<file path="config.mk">
export PLATFORM = sky130hd
export DESIGN_NAME = snake_head_ctrl
export DESIGN_NICKNAME = d
export VERILOG_FILES = /design/src/rtl/snake_pkg.sv /design/src/rtl/snake_next_pos.sv /design/src/rtl/snake_head_ctrl.sv
export SDC_FILE = /design/constraint.sdc
export NUM_CORES = 1
export LEC_CHECK = 0
export ABC_AREA = 1
export BUFFER_PORTS_ARGS = -buffer_cell sky130_fd_sc_hd__buf_4
export CAP_MARGIN = 20
export CORE_ASPECT_RATIO = 1.4
export CORE_UTILIZATION = 45
export CTS_CLUSTER_SIZE = 24
export DETAILED_ROUTE_END_ITERATION = 10
export PLACE_DENSITY = 0.78
export SLEW_MARGIN = 20
export SYNTH_ARGS = -nofsm -noshare
export SYNTH_HDL_FRONTEND = slang
export SYNTH_SLANG_ARGS = --single-unit
export TNS_END_PERCENT = 50
</file>
<file path="constraint.sdc">
create_clock -name clk -period 4.89 [get_ports clk]
set_input_delay 0.489 -clock clk [delete_from_list [all_inputs] [get_ports clk]]
set_output_delay 0.489 -clock clk [all_outputs]
set_load 0.1 [all_outputs]
</file>
<file path="src/rtl/snake_pkg.sv">
// Shared encodings and board defaults for the snake game pipeline
// (speed timer, head control, body buffer, display).
package snake_pkg;

  localparam int unsigned GRID_W_DEFAULT = 40;
  localparam int unsigned GRID_H_DEFAULT = 30;

  typedef enum logic [1:0] {
    DIR_UP    = 2'd0,
    DIR_RIGHT = 2'd1,
    DIR_DOWN  = 2'd2,
    DIR_LEFT  = 2'd3
  } dir_e;

  typedef enum logic [1:0] {
    ST_IDLE = 2'd0,
    ST_RUN  = 2'd1,
    ST_OVER = 2'd2
  } state_e;

  // Opposite heading: the encoding places opposites two apart.
  function automatic dir_e reverse_dir(input dir_e d);
    return dir_e'(d ^ 2'd2);
  endfunction

endpackage

</file>
<file path="src/rtl/snake_next_pos.sv">
// Combinational next-head calculator: one cell step in the given direction,
// with either a wall (out_of_bounds) or wrap-around at the board edges.
module snake_next_pos
  import snake_pkg::*;
#(
  parameter int unsigned GRID_W = GRID_W_DEFAULT,
  parameter int unsigned GRID_H = GRID_H_DEFAULT,
  parameter int unsigned XW     = 6,
  parameter int unsigned YW     = 5,
  parameter bit          WRAP   = 1'b0
) (
  input  logic [XW-1:0] head_x,
  input  logic [YW-1:0] head_y,
  input  dir_e          dir,
  output logic [XW-1:0] next_x,
  output logic [YW-1:0] next_y,
  output logic          out_of_bounds
);

  localparam logic [XW:0] XMAX = (XW+1)'(GRID_W - 1);
  localparam logic [YW:0] YMAX = (YW+1)'(GRID_H - 1);

  logic [XW:0] x_ext;
  logic [YW:0] y_ext;
  logic        x_out;
  logic        y_out;

  // One extra bit so that 0-1 underflows to all-ones and compares above the max.
  always_comb begin
    x_ext = {1'b0, head_x};
    y_ext = {1'b0, head_y};
    unique case (dir)
      DIR_UP:    y_ext = y_ext - 1'b1;
      DIR_RIGHT: x_ext = x_ext + 1'b1;
      DIR_DOWN:  y_ext = y_ext + 1'b1;
      DIR_LEFT:  x_ext = x_ext - 1'b1;
      default:   ;
    endcase
    x_out = (x_ext > XMAX);
    y_out = (y_ext > YMAX);

    next_x        = x_ext[XW-1:0];
    next_y        = y_ext[YW-1:0];
    out_of_bounds = 1'b0;
    if (WRAP) begin
      // Direction decides the wrap target; the carry bit is ambiguous when 2^XW == GRID_W.
      if (x_out) next_x = (dir == DIR_LEFT) ? XW'(GRID_W - 1) : '0;
      if (y_out) next_y = (dir == DIR_UP)   ? YW'(GRID_H - 1) : '0;
    end else begin
      out_of_bounds = x_out | y_out;
    end
  end

endmodule

</file>
<file path="src/rtl/snake_head_ctrl.sv">
// Snake head controller: moves the head one cell per move tick, filters
// reversals, detects walls/body hits/food. SNAKE_WRAP_EN enables edge wrap.
module snake_head_ctrl
  import snake_pkg::*;
#(
  parameter int unsigned GRID_W   = GRID_W_DEFAULT,
  parameter int unsigned GRID_H   = GRID_H_DEFAULT,
  parameter int unsigned XW       = 6,
  parameter int unsigned YW       = 5,
  parameter int unsigned START_X  = 20,
  parameter int unsigned START_Y  = 15,
  parameter int unsigned LEN_W    = 8,
  parameter int unsigned LEN_INIT = 3
) (
  input  logic             clk,
  input  logic             clr_n,
  input  logic             start,
  input  logic             move,
  input  logic             dir_valid,
  input  logic [1:0]       dir,
  input  logic             body_hit,
  input  logic [XW-1:0]    food_x,
  input  logic [YW-1:0]    food_y,
  output logic [XW-1:0]    head_x,
  output logic [YW-1:0]    head_y,
  output logic [1:0]       cur_dir,
  output logic             step,
  output logic             ate,
  output logic [LEN_W-1:0] length,
  output logic             game_over,
  output logic [1:0]       state
);

`ifdef SNAKE_WRAP_EN
  localparam bit WrapEn = 1'b1;
`else
  localparam bit WrapEn = 1'b0;
`endif

  localparam logic [XW-1:0]    HeadX0 = XW'(START_X);
  localparam logic [YW-1:0]    HeadY0 = YW'(START_Y);
  localparam logic [LEN_W-1:0] Len0   = LEN_W'(LEN_INIT);

  state_e            state_q, state_d;
  logic [XW-1:0]     head_x_q, head_x_d;
  logic [YW-1:0]     head_y_q, head_y_d;
  dir_e              cur_dir_q, cur_dir_d;
  dir_e              pend_dir_q, pend_dir_d;
  logic [LEN_W-1:0]  len_q, len_d;
  logic              step_q, step_d;
  logic              ate_q, ate_d;
  logic              over_q, over_d;

  logic [XW-1:0]     nxt_x;
  logic [YW-1:0]     nxt_y;
  logic              nxt_oob;
  dir_e              req_dir;

  assign req_dir = dir_e'(dir);

  snake_next_pos #(
    .GRID_W (GRID_W),
    .GRID_H (GRID_H),
    .XW     (XW),
    .YW     (YW),
    .WRAP   (WrapEn)
  ) u_next_pos (
    .head_x        (head_x_q),
    .head_y        (head_y_q),
    .dir           (pend_dir_q),
    .next_x        (nxt_x),
    .next_y        (nxt_y),
    .out_of_bounds (nxt_oob)
  );

  always_comb begin
    state_d    = state_q;
    head_x_d   = head_x_q;
    head_y_d   = head_y_q;
    cur_dir_d  = cur_dir_q;
    pend_dir_d = pend_dir_q;
    len_d      = len_q;
    step_d     = 1'b0;
    ate_d      = 1'b0;

    unique case (state_q)
      ST_IDLE, ST_OVER: begin
        if (start) begin
          state_d    = ST_RUN;
          head_x_d   = HeadX0;
          head_y_d   = HeadY0;
          cur_dir_d  = DIR_RIGHT;
          pend_dir_d = DIR_RIGHT;
          len_d      = Len0;
        end
      end
      ST_RUN: begin
        if (body_hit) begin
          state_d = ST_OVER;
        end else begin
          if (move) begin
            cur_dir_d = pend_dir_q;
            if (nxt_oob) begin
              state_d = ST_OVER;
            end else begin
              head_x_d = nxt_x;
              head_y_d = nxt_y;
              step_d   = 1'b1;
              if (nxt_x == food_x && nxt_y == food_y) begin
                ate_d = 1'b1;
                if (len_q != {LEN_W{1'b1}}) len_d = len_q + 1'b1;
              end
            end
          end
          // Reversal check uses the pre-tick heading even when move fires this cycle.
          if (dir_valid && req_dir != reverse_dir(cur_dir_q)) pend_dir_d = req_dir;
        end
      end
      default: state_d = ST_IDLE;
    endcase

    over_d = (state_d == ST_OVER);
  end

  always_ff @(posedge clk or negedge clr_n) begin
    if (!clr_n) begin
      state_q    <= ST_IDLE;
      head_x_q   <= HeadX0;
      head_y_q   <= HeadY0;
      cur_dir_q  <= DIR_RIGHT;
      pend_dir_q <= DIR_RIGHT;
      len_q      <= Len0;
      step_q     <= 1'b0;
      ate_q      <= 1'b0;
      over_q     <= 1'b0;
    end else begin
      state_q    <= state_d;
      head_x_q   <= head_x_d;
      head_y_q   <= head_y_d;
      cur_dir_q  <= cur_dir_d;
      pend_dir_q <= pend_dir_d;
      len_q      <= len_d;
      step_q     <= step_d;
      ate_q      <= ate_d;
      over_q     <= over_d;
    end
  end

  assign head_x    = head_x_q;
  assign head_y    = head_y_q;
  assign cur_dir   = cur_dir_q;
  assign step      = step_q;
  assign ate       = ate_q;
  assign length    = len_q;
  assign game_over = over_q;
  assign state     = state_q;

endmodule
</file>
==> results of run 1 <==
[area by class of cell]
cell class,count,area share
repair buffers,44,0.126
clock buffers,4,0.0210
inverters,43,0.0617
flip-flops and latches,28,0.272
multi-input cells,254,0.489
well taps,62,0.0296
[flip-flops by register name, indices dropped and copies added, names as in the netlist]
register    cells
ate             1
cur_dir         2
game_over       1
head_x          6
head_y          5
length          8
pend_dir_q      2
state           2
step            1
[cells in the final DEF, fill, tap and decap left out, types with 7 or more instances in the layout]
cell type and n:
o21ai_0 11, nor2_1 26, dfstp_2 10, nand3_1 45, a21oi_1 13, dfrtp_1 18, buf_4 44, inv_1 37
nand3b_1 7, nand2_1 110
[Yosys cell counts (all sizes together), types with 2 or more instances]
cell    instances
dfstp          10
nand3b          7
o22ai           2
o21ai          12
dfrtp          18
nand2         114
inv            42
xor2            5
buf             4
a21oi          14
nor2           27
ha              6
nand3          50
nand4           6
xnor2           3
[metal layers]
metal | vias up | wire length [um] | share of wire
li1 | 1148 | - | -
met1 | 1048 | 2400 | 0.45
met2 | 59 | 2690 | 0.50
met3 | 6 | 191 | 0.036
met4 | 0 | 77 | 0.014
met5 | - | 0 | 0
[through the flow]
step                      hold slack (ns)  worst slack [ns]  cell area (um^2)  utilization  cells
after global placement              0.425              1.81              2560        0.556    431
after CTS                           0.131              1.68              2620        0.568    435
final                               0.121              1.64              2620        0.568    435
after global routing                0.144              1.25              2620        0.568    435
after detailed placement            0.430              1.69              2560        0.556    431
after floorplan                     0.193              2.00              2190            -    330
[logic make-up after synthesis]
kind of cell	count (synthesis)	synth area share
and+or+nand+nor	207	0.424
buffers and inverters	48	0.0881
AOI/OAI and AO/OA	32	0.0864
DFF	28	0.326
xor gates and xnor gates	8	0.0321
adders and majority gates	7	0.0435
[path summary, 6_finish.rpt]
kind,startpoint,endpoint,slack [ns],cells past startpoint
max in group asynchronous,clr_n,head_x[4]$_DFFE_PN1P_,4.46,1
setup reg to reg,pend_dir_q[0]$_DFFE_PN1P_,length[4]$_DFFE_PN0P_,1.64,15
min in group clk,dir[1],pend_dir_q[1]$_DFFE_PN0P_,0.48,3
setup / recovery,pend_dir_q[0]$_DFFE_PN1P_,length[4]$_DFFE_PN0P_,1.64,15
hold reg to reg,length[1]$_DFFE_PN1P_,length[1]$_DFFE_PN1P_,0.50,2
hold / removal,clr_n,state[1]$_DFF_PN0_,0.12,1
==> run metrics, run 1 <==
routing usage on met3=0.0169; Clock Latency Late Sink=0.27 ns; Die Wd=60.9 um; vias after detailed routing=2261; Synth warnings=0; Final ANT Viol Nets=0; CP arrival=3.42 ns; largest net degree at the start of global routing=29; TritonRoute pass-1 iters=4; leading register cell type out of synthesis=dfrtp_1; CTS root buf=clkbuf_8; Most Used Layer, Global Route=met2; post-synth top area share=0.206; flops & latches, synth=28; 1st-iter DRT viols=135; H-tree levels=1; Slowest-stage cell, CP=dfstp_2; layout cells sized above 1=0.204; Initial Util=0.474; Critical Path Sink Type=flop; outcome=finished clean; CP max stage delay=0.82 ns; WS Path Type=flop to flop; met2 Use GR=0.390; Synth area leaders=dfrtp_1, nand2_1, dfstp_2, nand3_1, inv_1; vias in the first global route=2093; register area share after synthesis=0.326; WP data required=5.06 ns; via/cell ratio=5.20; GP Congestion=0.868; met1 Use GR=0.290; layout filler cell count=450; Syn Area/Cell=6.62 um^2; Fin. Hold Viols=0; Die Ht=84.5 um; Max Slew Vio Count=0; final WL=5360 um; core area=4610 um^2; Sink Count=28; # setup viols final=0; crit-path max FO=21; Worst Hold Class=primary input to async pin; PostCTS Resize Cnt=0; RSZ-0062 raised after global routing=no; antenna violations before repair=0; Post-synth ARST share=1.00; Syn Nets=356; Max Clock Skew=0.00192 ns; first-pass GRT wire length=9030 um; wire per inst=12.3 um; post-synth top area cell=dfrtp_1; hold buffer count at CTS=0; Post-Syn Area=2190 um^2; WP buf/inv=1; Post-synth EDFFs=0; f_max=308 MHz; Period minus WS final=3.25 ns; CP delay by family, top=simple AND/OR/NAND/NOR gates; area of the multi-input gates=1280 um^2; slew margin rel.=0.632; IO Port Bufs=44; IO Pins=45; drt drc=0; hpwl dp=4070 um; Register Area=713 um^2; setup TNS=0 ns; CTS tree=yes; buffer count from post-CTS setup fixing=0; Mapped Cells=330; total gr overflow=0; crit start category=flop; CP cell instances=nor2_1 -> inv_1 -> ha_1 -> a21oi_1 -> nand3_1 -> nand3_1 -> nand2_1 -> nand3_1 -> o21ai_0 -> nor2_1 -> nand3_2 -> a21oi_4 -> nand2_2 -> nand2_1 -> nand2_1; worst-margin pin slew=0.551 ns; max_cap viols=0; fin nets=400; Antenna diodes=0; Reg clk slew, reported paths=0.09 ns; CTS Buf Count=3; Cell Rows=29; die area=5140 um^2; final period utilization=0.665; Total Routing Usage GR=0.225; clock tree buffer depth=2; Synth cell types=32; layout overhead on the synthesized area=19.7%
Power of run 1 is not shown: default switching activity piles up to over one toggle a cycle in this logic, so the estimate is an artifact.
==> run 2, diff against run 1 <==
- PLACE_DENSITY: 0.78 -> 0.8
- clock period: 4.89 -> 2.87 ns (I/O delays scaled with it)
==> run metrics, run 2 (synthesized netlist as in run 1, its figures left out) <==
outcome=finished clean; Die Wd=60.9 um (unchanged); largest net degree at the start of global routing=29 (unchanged); Fin. Hold Viols=0 (unchanged); vias in the first global route=2175 (+3.9%); Die Ht=84.5 um (unchanged); area of the multi-input gates=1360 um^2 (+6.1%); Period minus WS final=2.74 ns (-0.511 ns); final WL=5710 um (+6.6%); Final ANT Viol Nets=0 (unchanged); # setup viols final=0 (unchanged); first-pass GRT wire length=9450 um (+4.7%); Max Slew Vio Count=0 (unchanged); drt drc=0 (unchanged); wire per inst=12.8 um (+3.5%); via/cell ratio=5.30 (+1.9%); CTS Buf Count=3 (unchanged); hpwl dp=4270 um (+4.8%); clock tree buffer depth=2 (unchanged); slew margin rel.=0.725 (+0.0933); f_max=365 MHz (+19%); Antenna diodes=0 (unchanged); Max Clock Skew=0.00479 ns (+0.00287 ns); RSZ-0062 raised after global routing=no; most frequent cells in the layout=nand2_1, buf_4, nand3_1; Clock Latency Late Sink=0.28 ns (about the same); max reg flops=8 (unchanged); crit-path max FO=5 (-76%); Total Routing Usage GR=0.240 (+0.0151); fin nets=413 (+3.3%); placed cells=439 (+1.9%); TritonRoute pass-1 iters=4 (unchanged); CTS root buf=clkbuf_8; vias after detailed routing=2373 (+5.0%); Critical Path Sink Type=flop; 1st-iter DRT viols=85 (-37%); layout filler cell count=426 (-5.3%); core area=4610 um^2 (unchanged); WS Path Type=flop to flop; WP data required=3.09 ns (-1.97 ns); Initial Util=0.474 (unchanged); die area=5140 um^2 (unchanged); crit start category=flop; H-tree levels=1 (unchanged); IO Pins=45 (unchanged); antenna violations before repair=0 (unchanged); Sink Count=28 (unchanged); worst-margin pin slew=0.413 ns (-0.138 ns); Post-Layout Cell Count=448 (+3.0%); CP arrival=2.96 ns (-0.46 ns); Register Area=717 um^2 (+0.53%); commonest non-fill, non-tap cell in the layout=nand2_1; GP Congestion=0.955 (+10%); total gr overflow=0 (unchanged); Cell Rows=29 (unchanged); Worst Hold Class=primary input to flop; max_cap viols=0 (unchanged); IO Port Bufs=44 (unchanged); layout cells sized above 1=0.262 (+0.0579); CTS tree=yes; final period utilization=0.954 (+0.290); Reg clk slew, reported paths=0.10 ns (about the same); layout overhead on the synthesized area=28.6%
## run 2: cell types whose count changed in the layout (fill, tap and decap cells not counted), moves of 2 or more
cell,before,now
buf_4,44,53
buf_6,0,3
nor2_1,26,23
nor2_2,1,4
a21oi_1,13,11
inv_1,37,35
inv_2,5,7
nand2_1,110,108
nand2_4,0,2
nand3_1,45,43
nand3_4,0,2
## run 2: worst paths after layout
path | start | endpoint | slack, ns | cells past startpoint
min in group asynchronous | clr_n | game_over$_DFF_PN0_ | 0.46 | 2
worst min-delay path | start | game_over$_DFF_PN0_ | 0.29 | 4
worst max-delay path | head_y[0]$_DFFE_PN1P_ | length[5]$_DFFE_PN0P_ | 0.13 | 15
worst max register to register | head_y[0]$_DFFE_PN1P_ | length[5]$_DFFE_PN0P_ | 0.13 | 15
worst min register to register | length[1]$_DFFE_PN1P_ | length[1]$_DFFE_PN1P_ | 0.50 | 2
max in group asynchronous | clr_n | head_x[4]$_DFFE_PN1P_ | 2.08 | 2
## run 2: through the flow
step,worst slack (ns),hold WS (ns),setup TNS (ns),instance area [um^2],util
after global placement,0.0586,0.228,0,2630,0.570
final,0.131,0.289,0,2810,0.610
after global routing,0.000516,0.306,0,2810,0.610
after floorplan,0.0336,-0.00859,0,2190,-
after CTS,0.0228,0.287,0,2710,0.588
after detailed placement,-0.0431,0.233,-0.228,2630,0.570
## run 2: area by class of cell
cell class                      count  area share
Sequential cell                    28       0.255
Multi-Input combinational cell    254       0.483
Inverter                           43      0.0574
Timing Repair Buffer               57       0.157
Clock buffer                        4      0.0196
Tap cell                           62      0.0276
## run 2: routing by layer
metal / global-route usage / share of wire / vias up
li1: - / - / 1178
met1: 0.303 / 0.41 / 1095
met2: 0.384 / 0.50 / 77
met3: 0.0401 / 0.044 / 23
met4: 0.122 / 0.045 / 0
met5: 0 / 0 / -
## run 2: critical path, stage by stage, from the launching register on
cell and delay (ns):
dfstp_4 0.66, inv_2 0.07, fa_2 0.47, o21ai_2 0.18
xor2_1 0.16, nand3_1 0.08, nor2_1 0.14, nand3_1 0.09
nor2_1 0.14, nand2_1 0.08, nor2_2 0.14, nand3_2 0.10
nand2_4 0.10, buf_4 0.13, nand3_1 0.07, nand2_1 0.06
## run 2: timing repair
item / CTS / global route
endpoints found under the hold margin: 18 / 0
hold buffers: 1 / 0
setup buffers: 2 / 2
pin swaps: 1 / 10
resized for setup: 1 / 21
setup endpoints to repair: 8 / 19
Power of run 2 is left out for the same reason.
==> run 3, diff against run 2 <==
- BUFFER_PORTS_ARGS: -buffer_cell sky130_fd_sc_hd__buf_4 -> -buffer_cell sky130_fd_sc_hd__buf_2
==> run metrics, run 3 (synthesized netlist as in run 1, its figures left out) <==
outcome=finished clean; WS Path Type=flop to flop; layout overhead on the synthesized area=22.4%; worst slack, placed=0.0909 ns (+0.134 ns); Max Clock Skew=0.00533 ns (+0.000540 ns); CP delay by family, top=simple AND/OR/NAND/NOR gates; clock tree buffer depth=2 (unchanged); Cell Rows=29 (unchanged); drt drc=0 (unchanged); via/cell ratio=5.20 (-1.9%); Crit path top cell by count=nand3_1; Post-Layout Cell Count=451 (+0.67%); Max Slew Vio Count=0 (unchanged); antenna violations before repair=0 (unchanged); Critical Path Sink Type=flop; critical path depth=15 (unchanged); Worst Hold Class=primary input to async pin; placed cells=441 (+0.46%); final period utilization=0.962 (+0.00703); Die Ht=84.5 um (unchanged); post-route cell area=2680 um^2 (-4.8%); crit start category=flop; Initial Util=0.474 (unchanged); commonest non-fill, non-tap cell in the layout=nand2_1; hpwl dp=4290 um (+0.58%); most frequent cells in the layout=nand2_1, nand3_1, buf_2; IO Port Bufs=44 (unchanged); Period minus WS final=2.76 ns (+0.0202 ns); CP arrival=2.98 ns (+0.02 ns); max_cap viols=0 (unchanged); GP Congestion=0.869 (-9.1%); slew margin rel.=0.566 (-0.159); H-tree levels=1 (unchanged); Final ANT Viol Nets=0 (unchanged); CTS root buf=clkbuf_8; fin nets=416 (+0.73%); largest net degree at the start of global routing=29 (unchanged); WP data required=3.09 ns (about the same); die area=5140 um^2 (unchanged); TritonRoute pass-1 iters=5 (+1); final WL=5640 um (-1.3%); Antenna diodes=0 (unchanged); Slowest-stage cell, CP=dfstp_4; layout filler cell count=457 (+7.3%); total gr overflow=0 (unchanged); Reg clk slew, reported paths=0.10 ns (about the same); CP max stage delay=0.64 ns (-0.02 ns); IO Pins=45 (unchanged); core area=4610 um^2 (unchanged); max reg flops=8 (unchanged); layout cells sized above 1=0.265 (+0.00312); Total Routing Usage GR=0.235 (-0.00487); setup TNS=0 ns (unchanged); wire per inst=12.5 um (-1.9%); vias after detailed routing=2343 (-1.3%); vias in the first global route=2169 (-0.28%); Final WS setup=0.110 ns (-0.0202 ns); reg2reg path depth=15 (unchanged); f_max=362 MHz (-0.73%); 1st-iter DRT viols=131 (+54%); Clock Latency Late Sink=0.28 ns (about the same); Fin. Hold Viols=0 (unchanged); Sink Count=28 (unchanged); CP cell instances=inv_1 -> fa_2 -> o21ai_2 -> xor2_1 -> nand3_1 -> nor2_1 -> nand3_1 -> nor2_2 -> nand2_1 -> nor2_2 -> nand3_1 -> nand2_2 -> buf_4 -> nand3_1 -> nand2_1; worst-margin pin slew=0.651 ns (+0.239 ns); CTS tree=yes; crit-path max FO=5 (unchanged); placed cell area=2530 um^2 (-3.6%); CTS Buf Count=3 (unchanged); WP buf/inv=2 (unchanged); Die Wd=60.9 um (unchanged); # setup viols final=0 (unchanged); first-pass GRT wire length=9410 um (-0.37%)
-- run 3: cell types whose count changed in the layout (fill, tap and decap cells not counted), moves of 2 or more --
| cell | change |
|---|---|
| buf_2 | +44 |
| nand3_4 | -2 |
| ha_2 | +2 |
| buf_4 | -40 |
-- run 3: worst paths after layout --
kind,from,endpoint,slack (ns)
max in group asynchronous,clr_n,length[6]$_DFFE_PN0P_,2.42
min in group clk,dir[1],pend_dir_q[1]$_DFFE_PN0P_,0.28
hold / removal,clr_n,head_y[4]$_DFFE_PN0P_,0.03
setup reg to reg,head_y[0]$_DFFE_PN1P_,length[7]$_DFFE_PN0P_,0.11
hold reg to reg,length[1]$_DFFE_PN1P_,length[1]$_DFFE_PN1P_,0.50
setup / recovery,head_y[0]$_DFFE_PN1P_,length[7]$_DFFE_PN0P_,0.11
-- run 3: timing repair --
item | 4_1_cts | 5_1_grt
gates resized for setup | 0 | 17
hold buffers | 0 | 0
setup buffers | 0 | 6
setup endpoints to repair | 0 | 21
-- run 3: worst reg2reg max path, stage by stage, from the launching register on --
cell and delay (ns):
dfstp_4 0.64, inv_1 0.08, fa_2 0.47, o21ai_2 0.18, xor2_1 0.16, nand3_1 0.08, nor2_1 0.12, nand3_1 0.11
nor2_2 0.12, nand2_1 0.07, nor2_2 0.12, nand3_1 0.10, nand2_2 0.15, buf_4 0.14, nand3_1 0.10, nand2_1 0.08
-- run 3: area by class of cell --
type	instances	area, um^2	share of cell area
tap	62	77.6	0.0290
timing repair buffer	60	352	0.131
multi-input combinational	254	1320	0.494
inverter	43	161	0.0603
clock buffer	4	45.0	0.0168
sequential	28	717	0.268
-- run 3: through the flow --
step / hold slack, ns / utilization
after floorplan: -0.00859 / -
after global placement: 0.345 / 0.549
after detailed placement: 0.358 / 0.549
after CTS: 0.0555 / 0.559
after global routing: 0.0748 / 0.581
final: 0.0265 / 0.581
-- run 3: layer usage --
layer,share of wire,vias to the layer above,global-route usage
li1,-,1187,-
met1,0.42,1073,0.299
met3,0.043,10,0.0277
met4,0.018,0,0.0785
met2,0.52,73,0.401
met5,0,-,0
Power of run 3 is left out for the same reason.
